## src/rtl/csr_file.sv

```systemverilog
// Machine-mode CSR unit: combinational CSR read/decode, clock-edge read-modify-write,
// 64-bit cycle/instret counters, trap entry / mret state and interrupt-pending detection.
module csr_file #(
  parameter logic [31:0] HART_ID   = 32'd0,
  parameter logic [31:0] MTVEC_RST = 32'h0000_0000
) (
  input  logic        clk,
  input  logic        reset,
  input  logic        csr_en,
  input  logic [2:0]  csr_funct,
  input  logic [11:0] csr_addr,
  input  logic [4:0]  csr_uimm,
  input  logic [31:0] csr_rs1,
  output logic [31:0] csr_rd_data,
  output logic        csr_illegal,
  input  logic        instr_retire,
  input  logic        trap_req,
  input  logic [31:0] trap_cause,
  input  logic [31:0] trap_pc,
  input  logic [31:0] trap_val,
  input  logic        mret,
  input  logic        irq_ext,
  input  logic        irq_timer,
  input  logic        irq_sw,
  output logic [31:0] trap_vector,
  output logic [31:0] mepc_out,
  output logic        irq_pending
);

  localparam logic [11:0] A_MSTATUS   = 12'h300;
  localparam logic [11:0] A_MISA      = 12'h301;
  localparam logic [11:0] A_MIE       = 12'h304;
  localparam logic [11:0] A_MTVEC     = 12'h305;
  localparam logic [11:0] A_MSCRATCH  = 12'h340;
  localparam logic [11:0] A_MEPC      = 12'h341;
  localparam logic [11:0] A_MCAUSE    = 12'h342;
  localparam logic [11:0] A_MTVAL     = 12'h343;
  localparam logic [11:0] A_MIP       = 12'h344;
  localparam logic [11:0] A_MCYCLE    = 12'hB00;
  localparam logic [11:0] A_MCYCLEH   = 12'hB80;
  localparam logic [11:0] A_MINSTRET  = 12'hB02;
  localparam logic [11:0] A_MINSTRETH = 12'hB82;
  localparam logic [11:0] A_CYCLE     = 12'hC00;
  localparam logic [11:0] A_CYCLEH    = 12'hC80;
  localparam logic [11:0] A_INSTRET   = 12'hC02;
  localparam logic [11:0] A_INSTRETH  = 12'hC82;
  localparam logic [11:0] A_MHARTID   = 12'hF14;

  localparam logic [31:0] MISA_VAL = 32'h4000_0100;
  localparam logic [31:0] MIE_MASK = 32'h0000_0888;

  logic        mstatus_mie_q, mstatus_mie_d;
  logic        mstatus_mpie_q, mstatus_mpie_d;
  logic [31:0] mie_q, mie_d;
  logic [31:0] mtvec_q, mtvec_d;
  logic [31:0] mscratch_q, mscratch_d;
  logic [31:0] mepc_q, mepc_d;
  logic [31:0] mcause_q, mcause_d;
  logic [31:0] mtval_q, mtval_d;
  logic [63:0] mcycle_q, mcycle_d;
  logic [63:0] minstret_q, minstret_d;

  logic [31:0] mstatus_val, mip_val, rd_val, src, wdata, tvec_base;
  logic        addr_ok, addr_ro, wr_req, wr_en;

  assign mstatus_val = {19'b0, 2'b11, 3'b0, mstatus_mpie_q, 3'b0, mstatus_mie_q, 3'b0};
  assign mip_val     = {20'b0, irq_ext, 3'b0, irq_timer, 3'b0, irq_sw, 3'b0};

  // Address decode: old value, whether the address exists, whether it is read-only
  always_comb begin
    rd_val  = '0;
    addr_ok = 1'b1;
    addr_ro = (csr_addr[11:10] == 2'b11);
    case (csr_addr)
      A_MSTATUS:              rd_val = mstatus_val;
      A_MISA:      begin      rd_val = MISA_VAL; addr_ro = 1'b1; end
      A_MIE:                  rd_val = mie_q;
      A_MTVEC:                rd_val = mtvec_q;
      A_MSCRATCH:             rd_val = mscratch_q;
      A_MEPC:                 rd_val = mepc_q;
      A_MCAUSE:               rd_val = mcause_q;
      A_MTVAL:                rd_val = mtval_q;
      A_MIP:       begin      rd_val = mip_val; addr_ro = 1'b1; end
      A_MCYCLE,    A_CYCLE:    rd_val = mcycle_q[31:0];
      A_MCYCLEH,   A_CYCLEH:   rd_val = mcycle_q[63:32];
      A_MINSTRET,  A_INSTRET:  rd_val = minstret_q[31:0];
      A_MINSTRETH, A_INSTRETH: rd_val = minstret_q[63:32];
      A_MHARTID:              rd_val = HART_ID;
      default:                addr_ok = 1'b0;
    endcase
  end

  assign src = csr_funct[2] ? {27'b0, csr_uimm} : csr_rs1;

  // Set/clear with a zero operand is a pure read and must not fault on read-only CSRs
  assign wr_req = csr_en & ~trap_req &
                  ((csr_funct[1:0] == 2'b01) | (csr_funct[1] & (csr_uimm != 5'd0)));
  assign csr_illegal = csr_en & (~addr_ok | (wr_req & addr_ro));
  assign wr_en       = wr_req & ~csr_illegal & ~mret;
  assign csr_rd_data = csr_illegal ? 32'd0 : rd_val;

  always_comb begin
    case (csr_funct[1:0])
      2'b01:   wdata = src;
      2'b10:   wdata = rd_val | src;
      2'b11:   wdata = rd_val & ~src;
      default: wdata = rd_val;
    endcase
  end

  always_comb begin
    mstatus_mie_d  = mstatus_mie_q;
    mstatus_mpie_d = mstatus_mpie_q;
    mie_d          = mie_q;
    mtvec_d        = mtvec_q;
    mscratch_d     = mscratch_q;
    mepc_d         = mepc_q;
    mcause_d       = mcause_q;
    mtval_d        = mtval_q;
    mcycle_d       = mcycle_q + 64'd1;
    minstret_d     = minstret_q + {63'b0, instr_retire & ~trap_req};

    // A written half replaces that cycle's increment; the other half holds
    if (wr_en) begin
      case (csr_addr)
        A_MSTATUS:   begin mstatus_mie_d = wdata[3]; mstatus_mpie_d = wdata[7]; end
        A_MIE:       mie_d      = wdata & MIE_MASK;
        A_MTVEC:     mtvec_d    = {wdata[31:2], wdata[1] ? 2'b00 : wdata[1:0]};
        A_MSCRATCH:  mscratch_d = wdata;
        A_MEPC:      mepc_d     = {wdata[31:2], 2'b00};
        A_MCAUSE:    mcause_d   = wdata;
        A_MTVAL:     mtval_d    = wdata;
        A_MCYCLE:    mcycle_d   = {mcycle_q[63:32], wdata};
        A_MCYCLEH:   mcycle_d   = {wdata, mcycle_q[31:0]};
        A_MINSTRET:  minstret_d = {minstret_q[63:32], wdata};
        A_MINSTRETH: minstret_d = {wdata, minstret_q[31:0]};
        default: ;
      endcase
    end

    if (trap_req) begin
      mepc_d         = {trap_pc[31:2], 2'b00};
      mcause_d       = trap_cause;
      mtval_d        = trap_val;
      mstatus_mpie_d = mstatus_mie_q;
      mstatus_mie_d  = 1'b0;
    end else if (mret) begin
      mstatus_mie_d  = mstatus_mpie_q;
      mstatus_mpie_d = 1'b1;
    end
  end

  always_ff @(posedge clk) begin
    if (!reset) begin
      mstatus_mie_q  <= 1'b0;
      mstatus_mpie_q <= 1'b0;
      mie_q          <= '0;
      mtvec_q        <= MTVEC_RST;
      mscratch_q     <= '0;
      mepc_q         <= '0;
      mcause_q       <= '0;
      mtval_q        <= '0;
      mcycle_q       <= '0;
      minstret_q     <= '0;
    end else begin
      mstatus_mie_q  <= mstatus_mie_d;
      mstatus_mpie_q <= mstatus_mpie_d;
      mie_q          <= mie_d;
      mtvec_q        <= mtvec_d;
      mscratch_q     <= mscratch_d;
      mepc_q         <= mepc_d;
      mcause_q       <= mcause_d;
      mtval_q        <= mtval_d;
      mcycle_q       <= mcycle_d;
      minstret_q     <= minstret_d;
    end
  end

  // Vectored mode only applies to interrupts (cause MSB set)
  assign tvec_base   = {mtvec_q[31:2], 2'b00};
  assign trap_vector = ((mtvec_q[1:0] == 2'b01) && trap_cause[31]) ?
                       tvec_base + {25'b0, trap_cause[4:0], 2'b00} : tvec_base;
  assign mepc_out    = mepc_q;
  assign irq_pending = mstatus_mie_q & (|(mie_q & mip_val));

endmodule

```

## config.mk

```make
export PLATFORM = sky130hd
export DESIGN_NAME = csr_file
export DESIGN_NICKNAME = d
export VERILOG_FILES = /design/src/rtl/csr_file.sv
export SDC_FILE = /design/constraint.sdc
export NUM_CORES = 1
export LEC_CHECK = 0
export CAP_MARGIN = 20
export CORE_MARGIN = 8
export CORE_UTILIZATION = 50
export CTS_CLUSTER_SIZE = 8
export DETAILED_ROUTE_END_ITERATION = 7
export GPL_TIMING_DRIVEN = 1
export PLACE_DENSITY_LB_ADDON = 0.12
export SLEW_MARGIN = 10
export SYNTH_ARGS = -nofsm -noshare
export SYNTH_HDL_FRONTEND = slang
export SYNTH_SLANG_ARGS = --single-unit
```

## constraint.sdc

```tcl
create_clock -name clk -period 4.44 [get_ports clk]
set_input_delay 0.666 -clock clk [delete_from_list [all_inputs] [get_ports clk]]
set_output_delay 0.666 -clock clk [all_outputs]
set_load 0.05 [all_outputs]
```

==> results.md <==
- Syn Std Cell Area: 19100 um^2
- Largest net degree at the start of global routing: 95
- CTS buffer count: 42
- Slew margin rel.: 0.245
- Vias in the first global route: 21400
- H-tree depth: 2
- Nets@finish: 2810
- Fin crit period: 4.23 ns
- First drt pass iteration count: 8
- Crit. Startpoint: csr_addr[2]
- Fin. Hold Viols: 0
- Postcts setup bufs: 0
- WP data required: 3.77 ns
- Gr usage total: 0.408
- Height of the die: 211 um
- Critical Path Slowest Stage Cell: or4b_4
- Hold Crit Class: reg2reg
- Setup Viol. Count Final: 0
- Max-slew violation count: 0
- Die area: 44700 um^2
- Synth Instances: 2436
- Count of different cell masters after synthesis: 106
- Worst skew pair latency: 0.58 ns
- Clk sinks: 290
- Psw: 1.80 mW
- Clock Skew: 0.0197 ns
- CP Launch Type: primary input
- Critical path class: in2out
- I/O Buffers: 248
- Clk slew on worst S/H paths: 0.05 ns
- First-pass GRT wire length: 139 mm
- Hold WS: 0.473 ns
- Top_reg_cell synth: dfxtp_1
- Status: finished, final reports clean
- Avg WL per Cell: 29.9 um
- CP peak stage delay: 0.71 ns
- Fmax: 236 MHz
- CP Max Fanout: 11
- Clock Power Share: 0.448
- R2r startpoint: mcycle_q[5]
- I/O pin count: 255
- Longest Clk Path Bufs: 3
- Syn_area_per_cell: 7.83 um^2
- Post-synthesis sequential area ratio: 0.304
- HP Start: mscratch_q[7]
- CP endpoint kind: primary output
- Initial antenna violation count: 2
- DP HPWL: 69.4 mm
- Hold-fix buffers, CTS: 0
- Switching Share: 0.276
- DR DRC count: 0
- Layout cell share with drive strength beyond 1: 0.135
- Overall die width: 211 um
- Kind of cell adding the most delay to the critical path: buffers and inverters
- CTS tree: yes
- Ys async rst share: 0
- Pwr dens: 273 nW/um^2
- Lkg Pwr: 8.44 nW
- TNS Setup: 0 ns
- RSZ-0062 raised after global routing: no
- Final period utilization: 0.952
- ANT nets after route: 0
- Actual slew at the worst max-slew pin: 1.13 ns
- Total grt overflow: 0
- Via count: 22600
- Synth Register Bits: 290
- Total stage count of the critical path: 7
- Core Region: 37700 um^2
- Initial Util: 0.507
- Sequential Power Share: 0.415
- Synth warn: 0
- Crit path arrival time: 3.56 ns
- Area Overhead vs Synth: 25.4%
- Max cap viols: 0
- Placer congestion estimate: 1.10
- Row count: 71
- DRT Wirelength: 94.4 mm
- Post-cts resize count: 0
- Cell Int Power: 4.74 mW
- Via density: 7.16
- Number of enable-type register cells in the synthesized netlist: 0
- Worst Reg-to-Reg Cells: 8
- Hold depth: 2
- Iteration-0 DRC Markers: 3721
- Peak VDD IR: 0.271 mV
- Comb power frac: 0.137
- Worst path bufs/invs: 3
- Root Driver: clkbuf_16
- CP Cell Sequence: clkdlybuf4s50_1 > or4b_4 > a211oi_4 > buf_4 > a22oi_1 > a21oi_1 > buf_12
## state kept, by name, indices dropped and copies added, names as in the netlist
| register | cells |
|---|---|
| minstret_q | 64 |
| mstatus_mpie_q | 1 |
| mtval_q | 32 |
| mie_q | 3 |
| mepc_out | 30 |
| mstatus_mie_q | 1 |
| mcycle_q | 64 |
| mcause_q | 32 |
| mscratch_q | 32 |
| mtvec_q | 31 |
## layout by cell type (no fill, tap or decap), types with 24 or more instances in the layout
| cell type | instances |
|---|---|
| dfxtp_1 | 290 |
| o21ai_0 | 200 |
| a21oi_1 | 192 |
| clkdlybuf4s50_1 | 182 |
| nand2_1 | 177 |
| buf_4 | 166 |
| nand3_1 | 150 |
| nor2_1 | 140 |
| nand4_1 | 88 |
| o22ai_1 | 71 |
| and3_1 | 65 |
| nor3_1 | 53 |
| xnor2_1 | 48 |
| o211ai_1 | 43 |
| clkbuf_16 | 43 |
| buf_12 | 43 |
| mux2i_1 | 41 |
| nor2b_1 | 35 |
| o211a_1 | 33 |
| a22o_1 | 32 |
| a31oi_1 | 32 |
| a22oi_1 | 26 |
| a41oi_1 | 24 |
## final cells by class
| cell class | instances | area, um^2 |
|---|---|---|
| Clock inverter | 3 | 37.5 |
| Multi-Input combinational cell | 1889 | 12300 |
| Tap cell | 511 | 639 |
| Fill cell | 3375 | 13700 |
| Timing Repair Buffer | 399 | 4000 |
| Sequential cell | 290 | 5810 |
| Clock buffer | 45 | 1090 |
| Inverter | 22 | 82.6 |
| Antenna cell | 2 | 5.00 |
## metal layers
metal,global-route usage,vias to the layer above,share of wire
li1,-,9762,-
met3,0.128,405,0.13
met1,0.495,10700,0.36
met5,0,-,0.00014
met4,0.283,2,0.083
met2,0.611,1731,0.42
## worst register-to-register path: cells and delay by family (launching register included)
family / cells / cell delay [ns]
simple gates: 6 / 1.94
flops: 1 / 0.62
compound gates: 1 / 0.12
buf+inv: 1 / 0.25
## logic make-up after synthesis
logic type,count (synthesis),share of synthesized area
AOI/OAI and AO/OA,871,0.306
adders and majority gates,9,0.00629
DFF,290,0.304
muxes,76,0.0528
and+or+nand+nor,873,0.246
buffers and inverters,260,0.0583
xor gates and xnor gates,56,0.0257
other,1,0.000196
## power by group through the flow
stage                     Clock (mW)  Combinational, mW  Sequential, mW
after floorplan                    0              0.391            2.80
after global placement             0              0.850            2.76
after detailed placement           0              0.861            2.76
after CTS                       2.91              0.865            2.71
after global routing            3.02              0.923            2.72
final                           2.93              0.896            2.71
## final timing paths
check	endpoint	slack [ns]
worst max-delay path	csr_rd_data[12]	0.21
worst min-delay path	mscratch_q[7]	0.47
worst max register to register	mcycle_q[49]	1.43
worst min register to register	mscratch_q[7]	0.47
## synthesized netlist by cell type, types with 48 or more instances
cell	number	area share
dfxtp_1	290	0.30
o21ai_0	200	0.052
a21oi_1	192	0.050
nand2_1	177	0.035
clkbuf_1	154	0.030
nand3_1	150	0.039
nor2_1	140	0.028
nand4_1	88	0.029
o22ai_1	72	0.024
and3_1	65	0.021
nor3_1	53	0.014
buf_2	52	0.014
xnor2_1	48	0.022
## stage by stage
stage          power, mW  cell area [um^2]  worst slack (ns)  cells   util
3_3_place_gp        3.61             22800             0.101   3110  0.604
4_1_cts             6.49             23900             0.259   3159  0.635
5_1_grt             6.66             23900             0.121   3159  0.635
6_report            6.54             23900             0.211   3161  0.635
3_5_place_dp        3.62             22800             0.251   3111  0.605
2_1_floorplan       3.19             19100             0.473   2439      -
No activity file was read; power rests on OpenSTA's default activity.
